File: src/rtl/bcd_updown_multi_if.sv
// Bus bundle for the multi-digit BCD up/down counter: control strobes, load value,
// count and status outputs. The master modport drives the counter; slave is the counter side.
interface bcd_updown_multi_if #(
   parameter int NDIGITS = 2
);
   logic                   En;
   logic                   UpOrDown;
   logic                   Load;
   logic [4*NDIGITS-1:0]   LoadVal;
   logic                   OvfClr;
   logic [4*NDIGITS-1:0]   Count;
   logic                   Tc;
   logic                   CarryOut;
   logic                   BorrowOut;
   logic                   Ovf;
   logic                   LoadErr;

   modport master (
      output En, UpOrDown, Load, LoadVal, OvfClr,
      input  Count, Tc, CarryOut, BorrowOut, Ovf, LoadErr
   );

   modport slave (
      input  En, UpOrDown, Load, LoadVal, OvfClr,
      output Count, Tc, CarryOut, BorrowOut, Ovf, LoadErr
   );
endinterface

File: src/rtl/bcd_updown_multi.sv
// Parametrised multi-digit BCD up/down counter with validated parallel load, wrap or
// saturate boundary handling, combinational terminal count and a sticky overflow flag.
module bcd_updown_multi #(
   parameter int NDIGITS  = 2,
   parameter bit SATURATE = 1'b0
) (
   input logic              Clk,
   input logic              reset,
   bcd_updown_multi_if.slave bus
);
   localparam int W = 4 * NDIGITS;

   logic [W-1:0] countQ, countD;
   logic         carryQ, carryD;
   logic         borrowQ, borrowD;
   logic         ovfQ, ovfD;
   logic         loadErrQ, loadErrD;
   logic         allNines, allZero;
   logic         ripple;
   logic [3:0]   dig;

   always_comb begin
      allNines = 1'b1;
      allZero  = 1'b1;
      for (int i = 0; i < NDIGITS; i++) begin
         if (countQ[4*i +: 4] != 4'd9) allNines = 1'b0;
         if (countQ[4*i +: 4] != 4'd0) allZero  = 1'b0;
      end
   end

   // Digit i moves only while every lower digit sits at its rollover value, so the
   // whole count steps in a single cycle with no ripple between edges.
   always_comb begin
      countD   = countQ;
      carryD   = 1'b0;
      borrowD  = 1'b0;
      loadErrD = 1'b0;
      ovfD     = ovfQ & ~bus.OvfClr;
      ripple   = 1'b1;
      dig      = 4'd0;
      if (bus.Load) begin
         for (int i = 0; i < NDIGITS; i++) begin
            dig = bus.LoadVal[4*i +: 4];
            if (dig > 4'd9) begin
               dig      = 4'd9;
               loadErrD = 1'b1;
            end
            countD[4*i +: 4] = dig;
         end
      end else if (bus.En) begin
         if (bus.UpOrDown) begin
            if (allNines) begin
               ovfD = 1'b1;
               if (!SATURATE) begin
                  countD = '0;
                  carryD = 1'b1;
               end
            end else begin
               for (int i = 0; i < NDIGITS; i++) begin
                  dig = countQ[4*i +: 4];
                  if (ripple) countD[4*i +: 4] = (dig == 4'd9) ? 4'd0 : dig + 4'd1;
                  ripple = ripple & (dig == 4'd9);
               end
            end
         end else begin
            if (allZero) begin
               ovfD = 1'b1;
               if (!SATURATE) begin
                  countD  = {NDIGITS{4'd9}};
                  borrowD = 1'b1;
               end
            end else begin
               for (int i = 0; i < NDIGITS; i++) begin
                  dig = countQ[4*i +: 4];
                  if (ripple) countD[4*i +: 4] = (dig == 4'd0) ? 4'd9 : dig - 4'd1;
                  ripple = ripple & (dig == 4'd0);
               end
            end
         end
      end
   end

   always_ff @(posedge Clk or negedge reset) begin
      if (!reset) begin
         countQ   <= '0;
         carryQ   <= 1'b0;
         borrowQ  <= 1'b0;
         ovfQ     <= 1'b0;
         loadErrQ <= 1'b0;
      end else begin
         countQ   <= countD;
         carryQ   <= carryD;
         borrowQ  <= borrowD;
         ovfQ     <= ovfD;
         loadErrQ <= loadErrD;
      end
   end

   // Tc is left combinational so a higher-order instance can use it as En this cycle.
   assign bus.Tc        = bus.En & ~bus.Load &
                          ((allNines & bus.UpOrDown) | (allZero & ~bus.UpOrDown));
   assign bus.Count     = countQ;
   assign bus.CarryOut  = carryQ;
   assign bus.BorrowOut = borrowQ;
   assign bus.Ovf       = ovfQ;
   assign bus.LoadErr   = loadErrQ;
endmodule

File: src/flat_wrapper.sv
// flat-port wrapper written by rule: the top's interface ports become plain ports
module bcd_updown_multi_flat 
#(
   parameter int NDIGITS  = 2,
   parameter bit SATURATE = 1'b0
)
  (Clk, reset, bus_En, bus_UpOrDown, bus_Load, bus_LoadVal, bus_OvfClr, bus_Count, bus_Tc, bus_CarryOut, bus_BorrowOut, bus_Ovf, bus_LoadErr);
  bcd_updown_multi_if #(.NDIGITS(NDIGITS)) bus_i ();
  input logic Clk;
  input logic reset;
  input wire logic [$bits(bus_i.En)-1:0] bus_En;
  input wire logic [$bits(bus_i.UpOrDown)-1:0] bus_UpOrDown;
  input wire logic [$bits(bus_i.Load)-1:0] bus_Load;
  input wire logic [$bits(bus_i.LoadVal)-1:0] bus_LoadVal;
  input wire logic [$bits(bus_i.OvfClr)-1:0] bus_OvfClr;
  output wire logic [$bits(bus_i.Count)-1:0] bus_Count;
  output wire logic [$bits(bus_i.Tc)-1:0] bus_Tc;
  output wire logic [$bits(bus_i.CarryOut)-1:0] bus_CarryOut;
  output wire logic [$bits(bus_i.BorrowOut)-1:0] bus_BorrowOut;
  output wire logic [$bits(bus_i.Ovf)-1:0] bus_Ovf;
  output wire logic [$bits(bus_i.LoadErr)-1:0] bus_LoadErr;
  assign bus_i.En = bus_En;
  assign bus_i.UpOrDown = bus_UpOrDown;
  assign bus_i.Load = bus_Load;
  assign bus_i.LoadVal = bus_LoadVal;
  assign bus_i.OvfClr = bus_OvfClr;
  assign bus_Count = bus_i.Count;
  assign bus_Tc = bus_i.Tc;
  assign bus_CarryOut = bus_i.CarryOut;
  assign bus_BorrowOut = bus_i.BorrowOut;
  assign bus_Ovf = bus_i.Ovf;
  assign bus_LoadErr = bus_i.LoadErr;
  bcd_updown_multi #(.NDIGITS(NDIGITS), .SATURATE(SATURATE)) u_core (.Clk(Clk), .reset(reset), .bus(bus_i));
endmodule
File: config.mk
export PLATFORM = sky130hd
export DESIGN_NAME = bcd_updown_multi_flat
export DESIGN_NICKNAME = d
export VERILOG_FILES = /design/src/rtl/bcd_updown_multi_if.sv /design/src/rtl/bcd_updown_multi.sv /design/src/flat_wrapper.sv
export SDC_FILE = /design/constraint.sdc
export NUM_CORES = 1
export LEC_CHECK = 0
export BUFFER_PORTS_ARGS = -buffer_cell sky130_fd_sc_hd__buf_2
export CAP_MARGIN = 0
export CORE_UTILIZATION = 40
export DETAILED_ROUTE_END_ITERATION = 8
export GPL_ROUTABILITY_DRIVEN = 0
export GPL_TIMING_DRIVEN = 0
export MAX_ROUTING_LAYER = met4
export PLACE_DENSITY_LB_ADDON = 0.3
export SYNTH_ARGS = -nofsm -noshare
export SYNTH_HDL_FRONTEND = slang
export SYNTH_SLANG_ARGS = --single-unit
File: constraint.sdc
create_clock -name Clk -period 5.4 [get_ports Clk]
set_input_delay 1.08 -clock Clk [delete_from_list [all_inputs] [get_ports Clk]]
set_output_delay 1.08 -clock Clk [all_outputs]
set_load 0.02 [all_outputs]
==> impl_metrics.toml <==
[floorplan]
die_extent_in_x_um = 51.87
floorplan.io_pins = 27
floorplan.core_area_mm2 = 0.002276
floorplan.initialDensity_pct = 43.71
die_ht_um = 51.87
floorplan.rows = 17
die_area_mm2 = 0.002690

[yosys]
top_cell_type_s_share_of_synthesized_area_pct = 30.19
synth.net_count = 133
netlist_area_um2 = 994.7
ys_warn_count = 0
post_synth.cell_area_avg_um2 = 8.575
yosys.area.top_type = "sky130_fd_sc_hd__dfrtp_1"
ys_ff_latch = 12
synth-edff-count = 0
asyncSetResetFlopFracSynth_pct = 100.0
synth_cells = 116
cell_variety_after_synth = 44
synth-seq-area-share_pct = 30.19
dominantRegCellSynth = "sky130_fd_sc_hd__dfrtp_1"
netlist_top_cells_area = "sky130_fd_sc_hd__dfrtp_1 (30%), sky130_fd_sc_hd__o21ai_0 (5.0%), sky130_fd_sc_hd__ha_1 (3.8%)"

[drt]
route.detailed.vias_per_inst = 6.058
route.vias.total = 1042
first_iter_violations = 40
drt.antenna.violating_nets = 0
routedWlPerCell_um = 15.30
firstDrtPassIters = 4
drc = 0
route.final.wire_length_um = 2632

[worst_setup_path]
critical_path.max_stage_delay_ns = 0.46
cp_data_required_time_ns = 4.32
critical_path.n_buffers_inverters = 3
critical_path_class = "input pin to output port"
crit_arrival_ns = 2.34
crit_path_top_delay_cell = "sky130_fd_sc_hd__buf_1"
cp_top_family = "buffers and inverters"
critPathCaptureType = "output port"
worst-path-max-fanout = 10
cp_cell_sequence = "clkbuf_1 -> buf_1 -> nor4b_4 -> o21a_2 -> buf_2"
worstSetupStartpointType = "input pin"

[final_layout]
post_layout_nets = 162
layout.cells.most_common = "sky130_fd_sc_hd__buf_2"
finalCoreUtilization_pct = 52.12
final_layout_size_suffix_gt1_share_pct = 27.08
post_layout_nonfiller_instances = 172
finish.instance_area_mm2 = 0.001186
area_delta_synth_final_pct = 19.25
highest_count_cells_in_the_layout_ignoring_fill_and_taps = "sky130_fd_sc_hd__buf_2 (25), sky130_fd_sc_hd__dfrtp_1 (12), sky130_fd_sc_hd__o21ai_0 (10)"
antenna_cells_inserted = 0

[power_and_ir_drop]
sw_frac_of_total_pct = 41.71
intPower_mw = 0.2115
static_leakage_nw = 0.5428
sequentialPowerShare_pct = 34.5
power.clock.fraction_pct = 21.1
fin_total_pwr_mw = 0.3629
vdd.ir_drop.worst_mv = 0.1897
power.net_switching_mw = 0.1513
p_comb_share_pct = 44.4
power_density_mw_per_mm2 = 305.9

[timing]
worstMarginPinSlew_ns = 0.5191
finalMaxSlewViolations = 0
setup_total_negative_slack_ns = 0
max_freq_mhz = 292.1
timing.clock.skew_ns = 0.004410
worst_slew_margin_rel_pct = 65.39
final-hold-violation-count = 0
min_tclk_post_route_ns = 3.423
hold_ws_ns = 0.4899
finalWorstSetupSlack_ns = 1.977
grt_setup_unrepaired = "no"
layout_worst_path_cycle_share_pct = 63.39
finalSetupViolCount = 0

[cts]
clockRootBuffer = "sky130_fd_sc_hd__clkbuf_4"
tritoncts = "built"
post_cts_hold_buffer_count = 0
clock_tree.buffer_depth = 2
clkSlewWorstSetupHoldPaths_ns = 0.08
cts_num_sinks = 12
clk_latency_ns = 0.29
post_cts_resized = 0
post_cts.repair.setup_buffers = 0
htree_levels = 1
cts_buffers = 3

[flow_run]
drv.max_cap_violation_count = 0

[grt]
grt_pass1_vias = 968
grt_use_total_pct = 22.19
grt_pass1_wl_um = 4312
grt_antenna_before_repair = 0
grt_start_max_net_pins = 13
grt_overflow = 0

[place]
post-place-cells = 168
port-buffer-count = 24
placed_cell_area_mm2 = 0.001150
dpl.hpwl_um = 1911
place_worst_setup_slack_ns = 1.973

[status]
outcome = "finished, final reports clean"

[hold_path]
worstHoldPathType = "flop to flop"
==> power groups by stage <==
| stage | Combinational [mW] | Clock [mW] | Sequential [mW] |
|---|---|---|---|
| 2_1_floorplan | 0.100 | 0 | 0.138 |
| 3_3_place_gp | 0.156 | 0 | 0.125 |
| 3_5_place_dp | 0.159 | 0 | 0.127 |
| 4_1_cts | 0.160 | 0.0741 | 0.125 |
| 5_1_grt | 0.176 | 0.0823 | 0.128 |
| 6_report | 0.161 | 0.0764 | 0.125 |
==> cells in the mapped netlist (2+ instances only) <==
library cell / instances
sky130_fd_sc_hd__nor4_1: 4
sky130_fd_sc_hd__dfrtp_1: 12
sky130_fd_sc_hd__inv_1: 9
sky130_fd_sc_hd__and2_1: 2
sky130_fd_sc_hd__nand3_1: 4
sky130_fd_sc_hd__o21ai_0: 10
sky130_fd_sc_hd__nor3_1: 3
sky130_fd_sc_hd__clkbuf_1: 5
sky130_fd_sc_hd__a31oi_1: 3
sky130_fd_sc_hd__nand3b_1: 3
sky130_fd_sc_hd__a21oi_1: 5
sky130_fd_sc_hd__mux2i_1: 3
sky130_fd_sc_hd__nor2_1: 4
sky130_fd_sc_hd__nor2b_1: 4
sky130_fd_sc_hd__nand2_1: 2
sky130_fd_sc_hd__a211o_1: 3
sky130_fd_sc_hd__buf_1: 2
sky130_fd_sc_hd__o211ai_1: 2
sky130_fd_sc_hd__ha_1: 3
sky130_fd_sc_hd__nor3b_1: 2
sky130_fd_sc_hd__nand2b_1: 6
sky130_fd_sc_hd__a221oi_1: 3
==> final timing paths <==
path	from	to	slack (ns)	cells after the start
worst max-delay path	bus_UpOrDown	bus_Tc	1.98	5
worst min-delay path	u_core.bus.Ovf	u_core.bus.Ovf	0.49	1
worst max register to register	u_core.bus.Count[4]	u_core.bus.Ovf	3.50	6
worst min register to register	u_core.bus.Ovf	u_core.bus.Ovf	0.49	1
max in group asynchronous	reset	u_core.bus.Count[4]	4.52	1
min in group asynchronous	reset	u_core.bus.Count[2]	0.66	1
==> cell type report <==
type	count	area [um2]
tap	28	35.03
timing repair buffer	24	120.1
inverter	9	33.78
fill	225	1090
buffer	9	42.54
clock buffer	4	36.28
multi-input combinational	86	618.1
sequential	12	300.3
==> registers in the layout (all words and copies together), names as in the netlist <==
signal / cells
u_core.bus.Ovf: 1
u_core.bus.Count: 8
u_core.bus.CarryOut: 1
u_core.bus.BorrowOut: 1
u_core.bus.LoadErr: 1
==> metal layers <==
layer | part of all wire, % | up-vias | global-route usage, %
li1 | - | 488 | -
met1 | 46 | 485 | 28.88
met2 | 46 | 63 | 32.69
met3 | 6.5 | 6 | 3.801
met4 | 1.4 | 0 | 11.71
met5 | 0 | - | -
==> kinds of logic (layout without fill, tap and decap cells) <==
family / Yosys count / in the layout / synth area share (%)
xor gates and xnor gates: 1 / 1 / 0.8807
and+or+nand+nor: 39 / 39 / 25.28
buffers and inverters: 18 / 46 / 7.673
adders and majority gates: 3 / 3 / 3.774
AOI/OAI and AO/OA: 40 / 40 / 29.18
muxes: 3 / 3 / 3.019
DFF: 12 / 12 / 30.19
Power figures use the tool's default switching activity.
